### config.mk
export PLATFORM = sky130hd
export DESIGN_NAME = hr_rd_capture
export DESIGN_NICKNAME = d
export VERILOG_FILES = /design/src/rtl/hr_pkg.sv /design/src/rtl/hr_rd_fifo.sv /design/src/rtl/hr_rd_capture.sv
export SDC_FILE = /design/constraint.sdc
export NUM_CORES = 1
export LEC_CHECK = 0
export BUFFER_PORTS_ARGS = -buffer_cell sky130_fd_sc_hd__buf_2
export CAP_MARGIN = 20
export CORE_MARGIN = 1.5
export CORE_UTILIZATION = 24
export CTS_CLUSTER_DIAMETER = 80
export DETAILED_ROUTE_END_ITERATION = 7
export PLACE_DENSITY = 0.49
export SYNTH_ARGS = -nofsm -noshare
export SYNTH_HDL_FRONTEND = slang
export SYNTH_HIERARCHICAL = 1
export SYNTH_SLANG_ARGS = --single-unit
### constraint.sdc
create_clock -name clk -period 3.5 [get_ports clk]
set_clock_uncertainty 0.1 [all_clocks]
set_input_delay 0.525 -clock clk [delete_from_list [all_inputs] [get_ports clk]]
set_output_delay 0.525 -clock clk [all_outputs]
set_load 0.01 [all_outputs]
### src/rtl/hr_pkg.sv
// rtl/hr_pkg.sv - shared types and constants for the HyperRAM read-capture path
package hr_pkg;

    localparam int HR_WORD_W = 16;
    localparam int HR_BYTE_W = 8;

    // A cycle carries a valid word when RWDS is high on the fall sample and low on the rise sample
    localparam logic RWDS_QUAL_FAL = 1'b1;
    localparam logic RWDS_QUAL_RIS = 1'b0;

    typedef enum logic [1:0] {
        IDLE,
        WAIT,
        BURST
    } hr_state_t;

    function automatic logic rwds_qualified(input logic fal, input logic ris);
        return (fal == RWDS_QUAL_FAL) && (ris == RWDS_QUAL_RIS);
    endfunction

endpackage

### src/rtl/hr_rd_fifo.sv
// rtl/hr_rd_fifo.sv - synchronous first-word fall-through FIFO with full/empty flags
module hr_rd_fifo #(
    parameter int DEPTH = 8,
    parameter int WIDTH = 16
) (
    input  logic             clk,
    input  logic             reset_n,
    input  logic             push,
    input  logic [WIDTH-1:0] push_data,
    input  logic             pop,
    output logic [WIDTH-1:0] pop_data,
    output logic             full,
    output logic             empty,
    output logic             drop
);

    localparam int AW = $clog2(DEPTH);

    logic [AW:0]      wr_ptr;
    logic [AW:0]      rd_ptr;
    logic [WIDTH-1:0] mem [DEPTH];
    logic             do_push;
    logic             do_pop;

    assign empty    = (wr_ptr == rd_ptr);
    assign full     = (wr_ptr[AW-1:0] == rd_ptr[AW-1:0]) && (wr_ptr[AW] != rd_ptr[AW]);
    assign do_pop   = pop && !empty;
    // A pop in the same cycle frees the slot a full FIFO would otherwise refuse
    assign do_push  = push && (!full || do_pop);
    assign drop     = push && !do_push;
    assign pop_data = empty ? '0 : mem[rd_ptr[AW-1:0]];

    always_ff @(posedge clk) begin
        if (!reset_n) begin
            wr_ptr <= '0;
            rd_ptr <= '0;
        end else begin
            if (do_push) wr_ptr <= wr_ptr + 1'b1;
            if (do_pop)  rd_ptr <= rd_ptr + 1'b1;
        end
    end

    always_ff @(posedge clk) begin
        if (do_push) mem[wr_ptr[AW-1:0]] <= push_data;
    end

endmodule

### src/rtl/hr_rd_capture.sv
// rtl/hr_rd_capture.sv - HyperRAM read-data capture, burst count, timeout and output FIFO (option: HR_RD_CAPTURE_LAT_MEAS_EN)
module hr_rd_capture
    import hr_pkg::*;
#(
    parameter int LEN_BITS    = 8,
    parameter int FIFO_DEPTH  = 8,
    parameter int TIMEOUT_CYC = 64
) (
    input  logic                 clk,
    input  logic                 reset_n,
    input  logic [HR_BYTE_W-1:0] dq_ris,
    input  logic [HR_BYTE_W-1:0] dq_fal,
    input  logic                 rwds_ris,
    input  logic                 rwds_fal,
    input  logic                 rd_start,
    input  logic [LEN_BITS-1:0]  rd_len,
    output logic                 busy,
    output logic                 rd_done,
    output logic                 rd_timeout,
    output logic                 rd_ovfl,
    output logic [HR_WORD_W-1:0] dout_data,
    output logic                 dout_valid,
    input  logic                 dout_ready
`ifdef HR_RD_CAPTURE_LAT_MEAS_EN
    ,
    output logic [7:0]           lat_cycles
`endif
);

    localparam int TO_W = $clog2(TIMEOUT_CYC + 1);

    hr_state_t            state;
    hr_state_t            state_nxt;
    logic [LEN_BITS-1:0]  remaining;
    logic [LEN_BITS-1:0]  remaining_nxt;
    logic [TO_W-1:0]      to_cnt;
    logic [TO_W-1:0]      to_cnt_nxt;
    logic                 in_qual_r;
    logic [HR_WORD_W-1:0] in_data_r;
    logic                 done_nxt;
    logic                 timeout_nxt;
    logic                 push;
    logic                 arm;
    logic                 fifo_full;
    logic                 fifo_empty;
    logic                 fifo_drop;

    always_comb begin
        state_nxt     = state;
        remaining_nxt = remaining;
        to_cnt_nxt    = to_cnt;
        done_nxt      = 1'b0;
        timeout_nxt   = 1'b0;
        push          = 1'b0;
        arm           = 1'b0;
        case (state)
            IDLE: begin
                if (rd_start) begin
                    if (rd_len != '0) begin
                        arm           = 1'b1;
                        remaining_nxt = rd_len;
                        to_cnt_nxt    = '0;
                        state_nxt     = WAIT;
                    end else begin
                        done_nxt = 1'b1;
                    end
                end
            end
            WAIT, BURST: begin
                if (in_qual_r) begin
                    push          = 1'b1;
                    to_cnt_nxt    = '0;
                    remaining_nxt = remaining - 1'b1;
                    // A one-word burst finishes straight out of WAIT so rd_done tracks the final push
                    if (remaining == LEN_BITS'(1)) begin
                        done_nxt  = 1'b1;
                        state_nxt = IDLE;
                    end else begin
                        state_nxt = BURST;
                    end
                end else if (to_cnt == TO_W'(TIMEOUT_CYC - 1)) begin
                    timeout_nxt = 1'b1;
                    to_cnt_nxt  = '0;
                    state_nxt   = IDLE;
                end else begin
                    to_cnt_nxt = to_cnt + 1'b1;
                end
            end
            default: state_nxt = IDLE;
        endcase
    end

    always_ff @(posedge clk) begin
        if (!reset_n) begin
            state      <= IDLE;
            remaining  <= '0;
            to_cnt     <= '0;
            rd_done    <= 1'b0;
            rd_timeout <= 1'b0;
            rd_ovfl    <= 1'b0;
            in_qual_r  <= 1'b0;
            in_data_r  <= '0;
        end else begin
            state      <= state_nxt;
            remaining  <= remaining_nxt;
            to_cnt     <= to_cnt_nxt;
            rd_done    <= done_nxt;
            rd_timeout <= timeout_nxt;
            in_qual_r  <= rwds_qualified(rwds_fal, rwds_ris);
            in_data_r  <= {dq_fal, dq_ris};
            if (arm)            rd_ovfl <= 1'b0;
            else if (fifo_drop) rd_ovfl <= 1'b1;
        end
    end

    assign busy       = (state != IDLE);
    assign dout_valid = !fifo_empty;

    hr_rd_fifo #(
        .DEPTH (FIFO_DEPTH),
        .WIDTH (HR_WORD_W)
    ) u_fifo (
        .clk       (clk),
        .reset_n   (reset_n),
        .push      (push),
        .push_data (in_data_r),
        .pop       (dout_ready),
        .pop_data  (dout_data),
        .full      (fifo_full),
        .empty     (fifo_empty),
        .drop      (fifo_drop)
    );

`ifdef HR_RD_CAPTURE_LAT_MEAS_EN
    logic [7:0] lat_cnt;

    always_ff @(posedge clk) begin
        if (!reset_n) begin
            lat_cnt    <= '0;
            lat_cycles <= '0;
        end else begin
            if (arm) begin
                lat_cnt <= '0;
            end else if (state == WAIT && lat_cnt != 8'hFF) begin
                lat_cnt <= lat_cnt + 1'b1;
            end
            if (state == WAIT && in_qual_r) lat_cycles <= lat_cnt;
        end
    end
`endif

endmodule

==> run metrics, run 1 <==
die height=178 µm; critical setup path kind=reg2out; Crit path max-delay family=multiplexers; post-synth cell types=61; die area=31600 µm²; total power=5.04 mW; Core Rows=63; Area growth syn-to-layout=18.6%; worst r2r src=state[1]; minimum clock period=2.99 ns; WP data required=2.87 ns; effective utilization at floorplan=24.5%; flop2flop setup slack=1.03 ns; unrepaired setup endpoints after global routing=no; DP HPWL=9.74 mm; predominant post-synthesis flop cell=edfxtp_1; status=complete, no violations; area leader, netlist=edfxtp_1; ANT nets after route=0; Seq/Total Area, Yosys=65.6%; via/cell ratio=4.42; Hold EP=in_qual_r; crit path buf inv count=2; EDFF count, synth=128; Post-CTS Resized=0; Clock Root Buffer=clkbuf_16; nets=565; Worst Setup Start Kind=flip-flop; Crit-path slowest cell=dfxtp_2; cells after synthesis=469; Leak Pwr=2.91 nW; Hold Fails Final Rpt=0; pin count of the biggest net entering global routing=33; first-pass GRT wire length=25.0 mm; TritonCTS Buffers=17; PD cells=580 nW/µm²; Peak VDD IR=0.327 mV; GRT Overall Usage=10.7%; # hold bufs at CTS=0; DRT Pass-1 Iters=5; IO Count=51; Metal-1 WL=7.32 mm; wire per inst=17.0 µm; final setup fails=0; Avg Inst Size Synth=15.6 µm²; worst rel slew slack=50.6%; Setup TNS=0 ns; final routed DRC violation total=0; synthesized cell area=7320 µm²; Final GP Congestion=0.738; clock latency on the worst-skew pair=0.44 ns; initial drt markers=221; measured slew at the worst slew-check pin=0.740 ns; share of layout cells above drive strength 1=28.7%; max layer used=met4; Hold Path Class=in2reg; synth warn=6; H-tree Lvls=4; initial antenna violation count=1; critical path data arrival time=2.36 ns; Max Cap Violations=0; port bufs=50; CTS max path bufs=2; via count=4118; critical path fanouts, max=18; CTS tree=built; vias in the first global route=4360; commonest non-fill, non-tap cell in the layout=edfxtp_1; Worst Setup End Kind=output port; final WL=15.8 mm; crit path cell chain=buf_12, mux4_2, mux2i_1, nor2_1, buf_2; min-delay src=rwds_ris; final period utilization=85.3%; ys async rst share=0%; metal2 WL=7.62 mm; Filler cells=2973; commonest non-fill, non-tap cells in the layout=edfxtp_1 (128), buf_2 (50), dfxtp_1 (47); flops & latches, synth=176; Reg clk slew, reported paths=0.08 ns; CP max stage delay=0.71 ns; Die Wd=178 µm; Worst Hold Path Cells=2; Clock Sinks=176; reg2reg path depth=8; met3 routed WL=606 µm; top cells by area, synth=edfxtp_1 (52%), dfxtp_1 (13%), mux4_2 (9.8%); core area=29900 µm²; Post-CTS Setup Bufs=0; Final Max Slew Viols=0; fmax=335 MHz; reg2reg end=u_fifo/mem[1][13]; syn nets=507; total gr overflow=0; Yosys top cell area share=52.5%
-- power by group --
group          switching [mW]  internal, mW
Sequential             0.0794          2.30
Clock                   0.876          1.09
Combinational           0.415         0.285
-- synth_stat cells, types with 4 or more instances --
cell type	instances
edfxtp_1	128
dfxtp_1	48
mux4_2	32
nor2_1	29
mux2i_1	25
nand2_1	25
and2_1	17
inv_1	16
a21oi_1	9
buf_2	9
clkbuf_1	9
nand3_1	9
ha_1	8
nor3_1	8
nor2b_1	7
o22ai_1	6
nand2b_1	5
o21ai_0	5
a211oi_1	4
a22oi_1	4
nand4_1	4
-- worst register-to-register path, cell delays in order, from the launching register on --
cell	delay (ns)
dfxtp_1	0.37
inv_1	0.07
ha_1	0.27
buf_4	0.27
nand2_1	0.11
inv_1	0.21
o21ai_2	0.19
nor3_2	0.20
buf_4	0.33
-- final cells by class --
type / count / area [µm²] / area share (%)
Clock buffer: 17 / 425 / 4.90
Multi-Input combinational cell: 251 / 2340 / 27.0
Antenna cell: 1 / 2.50 / 0.0288
Inverter: 17 / 63.8 / 0.734
Timing Repair Buffer: 64 / 368 / 4.23
Tap cell: 390 / 488 / 5.62
Sequential cell: 176 / 4810 / 55.3
Clock inverter: 15 / 191 / 2.20
-- cells by family (layout without fill, tap and decap cells) --
logic type / Yosys count / count (layout) / share of synthesized area (%)
xor gates and xnor gates: 8 / 8 / 1.52
muxes: 57 / 57 / 13.3
other: 0 / 1 / 0
AOI/OAI and AO/OA: 59 / 59 / 6.66
and+or+nand+nor: 119 / 119 / 8.78
DFF: 176 / 176 / 65.6
adders and majority gates: 8 / 8 / 1.37
buffers and inverters: 42 / 113 / 2.80
-- stage by stage --
step                hold slack [ns]  cell area, µm²  cells  util, %  setup WS (ns)
floorplan                     0.305            7320    469        -          0.118
global placement              0.320            8070    898     27.0          0.931
detailed placement            0.317            8070    898     27.0          0.907
CTS                           0.117            8690    930     29.1          0.406
global route                  0.136            8690    930     29.1          0.313
finish                        0.129            8690    931     29.1          0.514
-- worst max path at each step --
stage,cells after the start,slack (ns),endpoint,start
after floorplan,7,0.12,u_fifo/mem[0][0],state[0]
after global placement,5,0.93,dout_data[3],flip-flop
after detailed placement,5,0.91,dout_data[12],flip-flop
after CTS,5,0.41,dout_data[12],flip-flop
after global routing,5,0.31,dout_data[12],flip-flop
final,5,0.51,dout_data[12],flip-flop
-- flip-flops by register name (all words and copies together) (netlist names), named ones only --
name           count
in_qual_r          1
in_data_r         16
u_fifo/mem       128
u_fifo/wr_ptr      4
state              2
to_cnt             7
u_fifo/rd_ptr      4
remaining          8
rd_done            1
rd_timeout         1
rd_ovfl            1
-- routing by layer --
metal  global-route usage [%]  up-vias
li1                         -     1928
met1                     13.8     2077
met2                     17.4       94
met3                     2.21       19
met4                     4.38        0
met5                        0        -
No activity file was read; power rests on OpenSTA's default activity.
==> run 2, diff against run 1 <==
--- a/config.mk
+++ b/config.mk
@@ -7,10 +7,12 @@
 export LEC_CHECK = 0
 export BUFFER_PORTS_ARGS = -buffer_cell sky130_fd_sc_hd__buf_2
 export CAP_MARGIN = 20
+export CORE_ASPECT_RATIO = 0.6
 export CORE_MARGIN = 1.5
 export CORE_UTILIZATION = 24
 export CTS_CLUSTER_DIAMETER = 80
 export DETAILED_ROUTE_END_ITERATION = 7
+export HOLD_SLACK_MARGIN = 0.05
 export PLACE_DENSITY = 0.49
 export SYNTH_ARGS = -nofsm -noshare
 export SYNTH_HDL_FRONTEND = slang
==> run metrics, run 2 (same netlist as run 1, synthesis figures left out) <==
ANT nets after route=0 (unchanged); initial drt markers=322 (was 221); Setup TNS=0 ns (unchanged); Hold Path Class=in2reg (unchanged); Worst Setup Start Kind=flip-flop (unchanged); TritonCTS Buffers=17 (unchanged); cell depth of the worst setup path=5 (unchanged); measured slew at the worst slew-check pin=0.705 ns (was 0.740 ns); critical setup path kind=reg2out (unchanged); Hold Fails Final Rpt=0 (unchanged); die area=31600 µm² (about the same); clock latency on the worst-skew pair=0.43 ns (was 0.44 ns); H-tree Lvls=4 (unchanged); initial antenna violation count=2 (was 1); Worst Hold Path Cells=2 (unchanged); Worst Setup End Kind=output port (unchanged); Max Cap Violations=0 (unchanged); max reg flops=128 (unchanged); IO Count=51 (unchanged); worst slack, placed=0.969 ns (was 0.907 ns); Core Rows=49 (was 63); Peak VDD IR=0.298 mV (was 0.327 mV); CTS tree=built (unchanged); Final WS setup=0.534 ns (was 0.514 ns); Crit-path slowest cell=dfxtp_1 (was dfxtp_2); Area growth syn-to-layout=18.9% (was 18.6%); final WL=16.3 mm (was 15.8 mm); final routed DRC violation total=0 (unchanged); vias in the first global route=4341 (was 4360); Crit path max-delay family=flip-flops (was multiplexers); fmax=337 MHz (was 335 MHz); Final Max Slew Viols=0 (unchanged); # hold bufs at CTS=0 (unchanged); WP data required=2.87 ns (about the same); first-pass GRT wire length=25.5 mm (was 25.0 mm); critical path data arrival time=2.34 ns (was 2.36 ns); worst rel slew slack=52.6% (was 50.6%); unrepaired setup endpoints after global routing=no (unchanged); wire per inst=17.2 µm (was 17.0 µm); reg2reg path depth=8 (unchanged); Clock Root Buffer=clkbuf_16 (unchanged); total gr overflow=0 (unchanged); Final GP Congestion=0.783 (was 0.738); via count=4114 (was 4118); Leak Pwr=2.91 nW (about the same); nets=565 (unchanged); Post-CTS Resized=0 (unchanged); via/cell ratio=4.34 (was 4.42); PD cells=572 nW/µm² (was 580 nW/µm²); minimum clock period=2.97 ns (was 2.99 ns); status=complete, no violations (unchanged); port bufs=50 (unchanged); CP max stage delay=0.63 ns (was 0.71 ns); crit path cell chain=xor2_2, nor4_4, buf_4, nor2_1, buf_2 (was buf_12, mux4_2, mux2i_1, nor2_1, buf_2); GRT Overall Usage=10.8% (was 10.7%); commonest non-fill, non-tap cells in the layout=edfxtp_1 (128), buf_2 (50), dfxtp_1 (47) (unchanged); CTS max path bufs=2 (unchanged); critical path fanouts, max=11 (was 18); Post-CTS Setup Bufs=0 (unchanged); Reg clk slew, reported paths=0.07 ns (was 0.08 ns); final setup fails=0 (unchanged); DP HPWL=10.6 mm (was 9.74 mm); final period utilization=84.7% (was 85.3%); Filler cells=2976 (was 2973); Clock Sinks=176 (unchanged); core area=30000 µm² (was 29900 µm²); effective utilization at floorplan=24.4% (was 24.5%); Die Wd=229 µm (was 178 µm); die height=138 µm (was 178 µm); DRT Pass-1 Iters=5 (unchanged); share of layout cells above drive strength 1=28.7% (unchanged); pin count of the biggest net entering global routing=26 (was 33); crit path buf inv count=2 (unchanged); commonest non-fill, non-tap cell in the layout=edfxtp_1 (unchanged)
[run 2: changes by cell type in the layout (fill, tap and decap cells not counted), sizes merged]
cell      delta
inv          +3
clkinvlp     -1
bufinv       -2
[run 2: per-layer routing]
layer	part of all wire, %	GRT usage [%]	vias up
met4	1.4	4.04	0
li1	-	-	1925
met2	48	17.4	79
met5	0	0	-
met3	3.3	2.10	14
met1	48	14.4	2096
[run 2: metrics by stage]
stage,cells,hold WS (ns),instance area (µm²),power (mW),util (%)
final,949,0.140,8700,4.98,29.0
after global routing,949,0.142,8700,5.19,29.0
after CTS,948,0.117,8700,5.04,29.0
after detailed placement,916,0.326,8100,3.14,27.0
after global placement,916,0.318,8100,3.10,27.0
after floorplan,469,0.305,7320,2.93,-
[run 2: area by class of cell]
| cell class | count | area [µm²] | area share, % |
|---|---|---|---|
| multi-input cells | 251 | 2340 | 26.9 |
| clock buffers | 17 | 425 | 4.89 |
| inverters | 17 | 63.8 | 0.733 |
| flip-flops and latches | 176 | 4810 | 55.2 |
| diodes | 1 | 2.50 | 0.0287 |
| well taps | 408 | 510 | 5.86 |
| repair buffers | 64 | 380 | 4.37 |
| clock inverters | 15 | 173 | 1.98 |
[run 2: worst paths after layout]
| path | end | slack [ns] | start |
|---|---|---|---|
| setup / recovery | dout_data[4] | 0.53 | u_fifo/wr_ptr[1] |
| hold / removal | in_qual_r | 0.14 | rwds_ris |
| setup reg to reg | u_fifo/mem[0][2] | 1.01 | state[0] |
| hold reg to reg | to_cnt[6] | 0.34 | to_cnt[6] |
[run 2: report_power, final]
part	switching, mW	internal [mW]	total, mW
clock network	0.921	0.968	1.89
logic	0.431	0.288	0.718
registers	0.0774	2.30	2.37
